===== src/rtl/switch_output_buf_if.sv =====
// switch_output_buf_if: the output buffer's configuration, input, output and status signals.
// With SWITCH_OUT_XFER_CNT_EN defined it also carries the 16-bit pop counter.
interface switch_output_buf_if #(
    parameter int WIDTH  = 32,
    parameter int N_IN   = 5,
    parameter int DEPTH  = 2,
    parameter int CONF_W = 4
);
    logic                        conf_we;
    logic [CONF_W-1:0]           conf_in;
    logic [CONF_W-1:0]           conf_q;
    logic [N_IN*WIDTH-1:0]       d_in;
    logic [N_IN-1:0]             v_in;
    logic [N_IN-1:0]             rdy_in;
    logic [N_IN-1:0]             select;
    logic [WIDTH-1:0]            d_out;
    logic                        v_out;
    logic                        rdy_out;
    logic                        flush;
    logic [$clog2(DEPTH):0]      occ;
`ifdef SWITCH_OUT_XFER_CNT_EN
    logic [15:0]                 xfer_cnt;

    modport master (
        output conf_we, conf_in, d_in, v_in, rdy_out, flush,
        input  conf_q, rdy_in, select, d_out, v_out, occ, xfer_cnt
    );
    modport slave (
        input  conf_we, conf_in, d_in, v_in, rdy_out, flush,
        output conf_q, rdy_in, select, d_out, v_out, occ, xfer_cnt
    );
`else
    modport master (
        output conf_we, conf_in, d_in, v_in, rdy_out, flush,
        input  conf_q, rdy_in, select, d_out, v_out, occ
    );
    modport slave (
        input  conf_we, conf_in, d_in, v_in, rdy_out, flush,
        output conf_q, rdy_in, select, d_out, v_out, occ
    );
`endif
endinterface


===== src/rtl/switch_output_buf.sv =====
// switch_output_buf: configurable N_IN:1 switch output stage feeding a DEPTH-entry FIFO.
// Optional SWITCH_OUT_XFER_CNT_EN adds a 16-bit pop counter cleared only by rst.
module switch_output_buf #(
    parameter int WIDTH  = 32,
    parameter int N_IN   = 5,
    parameter int DEPTH  = 2,
    parameter int CONF_W = 4
) (
    input logic               clk,
    input logic               rst,
    switch_output_buf_if.slave bus
);
    localparam int AW = $clog2(DEPTH);
    localparam logic [AW:0] FULL_OCC = (AW + 1)'(DEPTH);

    logic [CONF_W-1:0] conf_q;
    logic [WIDTH-1:0]  mem [DEPTH];
    logic [AW-1:0]     wr_ptr, rd_ptr;
    logic [AW:0]       occ;
    logic [N_IN-1:0]   select;
    logic [WIDTH-1:0]  d_sel;
    logic              v_sel, v_out, rdy, push, pop;

    // Off and out-of-range codes never match any i+1, so select stays zero.
    always_comb begin
        select = '0;
        d_sel  = '0;
        v_sel  = 1'b0;
        for (int i = 0; i < N_IN; i++) begin
            select[i] = conf_q == CONF_W'(i + 1);
            if (select[i]) begin
                d_sel = bus.d_in[i*WIDTH +: WIDTH];
                v_sel = bus.v_in[i];
            end
        end
    end

    assign v_out = occ != '0;
    assign pop   = v_out & bus.rdy_out;
    assign rdy   = (occ != FULL_OCC) | pop;
    assign push  = v_sel & rdy;

    assign bus.conf_q = conf_q;
    assign bus.select = select;
    assign bus.rdy_in = select & {N_IN{rdy}};
    assign bus.v_out  = v_out;
    assign bus.d_out  = v_out ? mem[rd_ptr] : '0;
    assign bus.occ    = occ;

    always_ff @(posedge clk or posedge rst) begin
        if (rst)
            conf_q <= '0;
        else if (bus.conf_we)
            conf_q <= bus.conf_in;
    end

    // Flush wins over any push or pop in the same cycle.
    always_ff @(posedge clk or posedge rst) begin
        if (rst) begin
            wr_ptr <= '0;
            rd_ptr <= '0;
            occ    <= '0;
        end else if (bus.flush) begin
            wr_ptr <= '0;
            rd_ptr <= '0;
            occ    <= '0;
        end else begin
            wr_ptr <= push ? wr_ptr + AW'(1) : wr_ptr;
            rd_ptr <= pop ? rd_ptr + AW'(1) : rd_ptr;
            occ    <= occ + (AW + 1)'(push) - (AW + 1)'(pop);
        end
    end

    always_ff @(posedge clk) begin
        if (push && !bus.flush)
            mem[wr_ptr] <= d_sel;
    end

`ifdef SWITCH_OUT_XFER_CNT_EN
    logic [15:0] xfer_cnt;

    always_ff @(posedge clk or posedge rst) begin
        if (rst)
            xfer_cnt <= '0;
        else if (pop && !bus.flush)
            xfer_cnt <= xfer_cnt + 16'd1;
    end

    assign bus.xfer_cnt = xfer_cnt;
`endif
endmodule


===== src/flat_wrapper.sv =====
// flat-port wrapper written by rule: the top's interface ports become plain ports
module switch_output_buf_flat 
#(
    parameter int WIDTH  = 32,
    parameter int N_IN   = 5,
    parameter int DEPTH  = 2,
    parameter int CONF_W = 4
)
  (clk, rst, bus_conf_we, bus_conf_in, bus_d_in, bus_v_in, bus_rdy_out, bus_flush, bus_conf_q, bus_rdy_in, bus_select, bus_d_out, bus_v_out, bus_occ);
  switch_output_buf_if #(.WIDTH(WIDTH), .N_IN(N_IN), .DEPTH(DEPTH), .CONF_W(CONF_W)) bus_i ();
  input logic clk;
  input logic rst;
  input wire logic [$bits(bus_i.conf_we)-1:0] bus_conf_we;
  input wire logic [$bits(bus_i.conf_in)-1:0] bus_conf_in;
  input wire logic [$bits(bus_i.d_in)-1:0] bus_d_in;
  input wire logic [$bits(bus_i.v_in)-1:0] bus_v_in;
  input wire logic [$bits(bus_i.rdy_out)-1:0] bus_rdy_out;
  input wire logic [$bits(bus_i.flush)-1:0] bus_flush;
  output wire logic [$bits(bus_i.conf_q)-1:0] bus_conf_q;
  output wire logic [$bits(bus_i.rdy_in)-1:0] bus_rdy_in;
  output wire logic [$bits(bus_i.select)-1:0] bus_select;
  output wire logic [$bits(bus_i.d_out)-1:0] bus_d_out;
  output wire logic [$bits(bus_i.v_out)-1:0] bus_v_out;
  output wire logic [$bits(bus_i.occ)-1:0] bus_occ;
  assign bus_i.conf_we = bus_conf_we;
  assign bus_i.conf_in = bus_conf_in;
  assign bus_i.d_in = bus_d_in;
  assign bus_i.v_in = bus_v_in;
  assign bus_i.rdy_out = bus_rdy_out;
  assign bus_i.flush = bus_flush;
  assign bus_conf_q = bus_i.conf_q;
  assign bus_rdy_in = bus_i.rdy_in;
  assign bus_select = bus_i.select;
  assign bus_d_out = bus_i.d_out;
  assign bus_v_out = bus_i.v_out;
  assign bus_occ = bus_i.occ;
  switch_output_buf #(.WIDTH(WIDTH), .N_IN(N_IN), .DEPTH(DEPTH), .CONF_W(CONF_W)) u_core (.clk(clk), .rst(rst), .bus(bus_i));
endmodule

===== config.mk =====
export PLATFORM = sky130hd
export DESIGN_NAME = switch_output_buf_flat
export DESIGN_NICKNAME = d
export VERILOG_FILES = /design/src/rtl/switch_output_buf_if.sv /design/src/rtl/switch_output_buf.sv /design/src/flat_wrapper.sv
export SDC_FILE = /design/constraint.sdc
export NUM_CORES = 1
export LEC_CHECK = 0
export BUFFER_PORTS_ARGS = -buffer_cell sky130_fd_sc_hd__buf_2
export CELL_PAD_IN_SITES_DETAIL_PLACEMENT = 1
export CELL_PAD_IN_SITES_GLOBAL_PLACEMENT = 2
export CORE_ASPECT_RATIO = 1.1
export CORE_MARGIN = 2
export CORE_UTILIZATION = 24
export DETAILED_ROUTE_END_ITERATION = 8
export PLACE_DENSITY_LB_ADDON = 0.1
export SKIP_CTS_REPAIR_TIMING = 1
export SYNTH_ARGS = -nofsm -noshare
export SYNTH_HDL_FRONTEND = slang
export SYNTH_SLANG_ARGS = --single-unit

===== constraint.sdc =====
create_clock -name clk -period 3.19 [get_ports clk]
set_input_delay 0.7975 -clock clk [delete_from_list [all_inputs] [get_ports clk]]
set_output_delay 0.7975 -clock clk [all_outputs]
set_load 0.02 [all_outputs]

==> metrics <==
status=complete, no violations; number of synthesized register bits=72; via count=3,726; GPL Wtd Cong=0.7138; count leader, synth=edfxtp_1; FP Rows=50; vias in the first global route=4,004; Most used DFF post-synth=edfxtp_1; crit-path max FO=20; first-pass GRT wire length=21.69 mm; post-route cell area=0.005909 mm^2; Die X=130.3 um; Nets=756; switching part of the total=36.07%; ys async rst share=11.11%; Fin. Hold Viols=0; peak supply drop=0.0002519 V; H-tree levels=3; initial antenna violation count=0; Worst-Margin Slew=0.5428 ns; critical path's largest stage delay=0.70 ns; WP buf/inv=1; Fin Clk Skew=0.008786 ns; Num CTS Buffers=9; Max Slew Vio Count=0; Hold Slack=0.4242 ns; Pleak=2.545 nW; die footprint=0.01863 mm^2; dpl hpwl=10.85 mm; crit path cell chain=or3b_2 -> nor3_1 -> buf_2; Post-synth top cells=edfxtp_1, mux2i_1, nor2_1, mux2_2, a22oi_1; worst-case clock buffer depth=2; ANT nets after route=0; DR vias/cell=4.549; Congestion Overflow GR=0; latest clock arrival within the worst-skew pair=0.33 ns; Tcrit/Tclk final=83.12%; RSZ-0062 raised after global routing=no; First DRT Iteration DRCs=87; WL/cell=17.58 um; relative slew slack=63.81%; pwr dens=595.1 mW/mm^2; net switching power figure=0.001268 W; Area after DPL=0.005620 mm^2; Synth Cell Area=0.004213 mm^2; layout cells sized above 1=51.54%; maxcap violations=0; crit path capture type=primary output; drc violations=0; Yosys Warn Count=0; count of final setup violators=0; DRT Pass-1 Iters=4; Initial Util=24.67%; post-synthesis sequential area ratio=50.37%; Int Pwr=0.002248 W; Area Growth Syn to Fin=40.27%; number of flops mapped to enable cells by yosys=64; CP startpoint kind=flop; Hold WC Path Type=input pin to async pin; Ports=223; Comb pwr share=39.1%; Mapped Cells=364; Crit path required time=2.39 ns; Root Driver=clkbuf_16; f_max=377.1 MHz; Arrival @ worst endpoint=1.85 ns; top cell family by delay on the critical path=simple AND/OR/NAND/NOR gates; clock sinks=72; Critical-path top delay cell=or3b_2; Seq pwr share=33.6%; Worst Setup Path Type=flop to primary output; cell taking the most area after synthesis=edfxtp_1; Tot Pwr=0.003516 W; largest net degree at the start of global routing=42; gr usage total=15.49%; Synth area leaders=edfxtp_1, mux2i_1, mux2_2, a22oi_1, dfrtp_1; Yosys cell types=35; clock-pin slew on the worst setup and hold paths=0.06 ns; port bufs=222; syn nets=540; Final TNS setup=0 ns; clock share of power=27.3%; Tmin final=2.652 ns; routed wire length=14.40 mm; CORE AREA=0.01708 mm^2; die height=143.0 um; area share of the largest cell type after synthesis=45.62%; Avg Cell Area, Syn=11.57 um^2; TritonCTS clock tree=built
[sequential cells by signal (all words and copies together), names as in the netlist]
name	cells
u_core.rd_ptr	1
u_core.wr_ptr	1
u_core.mem	64
u_core.bus.conf_q	4
u_core.bus.occ	2
[logic make-up after synthesis]
group | Yosys count | share of synthesized area (%)
simple gates | 67 | 7.693
buf+inv | 37 | 4.099
fa+ha+maj | 2 | 0.5939
mux | 85 | 21.27
compound gates | 98 | 15.35
xor+xnor | 3 | 0.6238
flops | 72 | 50.37
[cells in the final DEF, fill, tap and decap left out, drive strengths merged, types with 3 or more instances in the layout]
cell,netlist,layout
o21a,15,15
nand2,3,3
mux2,36,36
buf,21,236
and2,5,5
clkinv,0,4
dfrtp,8,8
o21ai,30,30
mux2i,49,49
o22ai,17,17
clkbuf,10,9
inv,6,6
nor2,45,45
edfxtp,64,64
a22oi,32,32
[worst paths after layout]
check                                     start                    to  slack [ns]  depth (start not counted)
max                        u_core.bus.conf_q[3]         bus_rdy_in[3]        0.54                          3
min                                         rst  u_core.bus.conf_q[3]        0.42                          2
max reg2reg                u_core.bus.conf_q[1]     u_core.bus.occ[1]        0.79                          9
min reg2reg                u_core.bus.conf_q[2]  u_core.bus.conf_q[2]        0.60                          1
max in group asynchronous                   rst  u_core.bus.conf_q[0]        2.47                          2
min in group clk           u_core.bus.conf_q[2]  u_core.bus.conf_q[2]        0.60                          1
[power by group through the flow]
stage | logic, W | clock network, W | registers, W
after global routing | 0.00151 | 0.00104 | 0.00119
after floorplan | 0.000873 | 0 | 0.00117
after CTS | 0.00142 | 0.000992 | 0.00118
final | 0.00138 | 0.000962 | 0.00118
after global placement | 0.00141 | 0 | 0.00120
after detailed placement | 0.00141 | 0 | 0.00120
[layer usage]
metal	share of wire (%)	up-vias	routed length [um]	track usage (%)
met2	51	118	7325	27.31
met3	6.6	11	952	3.747
met5	0	-	0	0
met4	1.1	0	158	3.565
met1	41	1786	5965	19.02
li1	-	1811	-	-
[through the flow]
stage / setup slack [ns] / util, % / instances
floorplan: 0.01648 / - / 364
global placement: 0.7845 / 32.91 / 803
detailed placement: 0.7219 / 32.91 / 803
CTS: 0.4959 / 34.59 / 818
global route: 0.4131 / 34.59 / 818
finish: 0.5384 / 34.60 / 819
[worst register-to-register path: stages (launching register included)]
cell      delay, ns
dfrtp_2        0.37
buf_4          0.46
a21oi_1        0.20
nor4_4         0.36
o211ai_2       0.24
inv_1          0.12
ha_1           0.17
xor2_1         0.18
xnor2_1        0.14
nor2_1         0.05
[final cells by class]
| type | instances | area (um^2) |
|---|---|---|
| fillers | 1972 | 11170 |
| flip-flops and latches | 72 | 2128 |
| multi-input cells | 255 | 1948 |
| repair buffers | 236 | 1229 |
| well taps | 234 | 292.8 |
| clock buffers | 9 | 225.2 |
| clock inverters | 6 | 61.31 |
| inverters | 6 | 22.52 |
| diodes | 1 | 2.502 |
No activity file was read; power rests on OpenSTA's default activity.
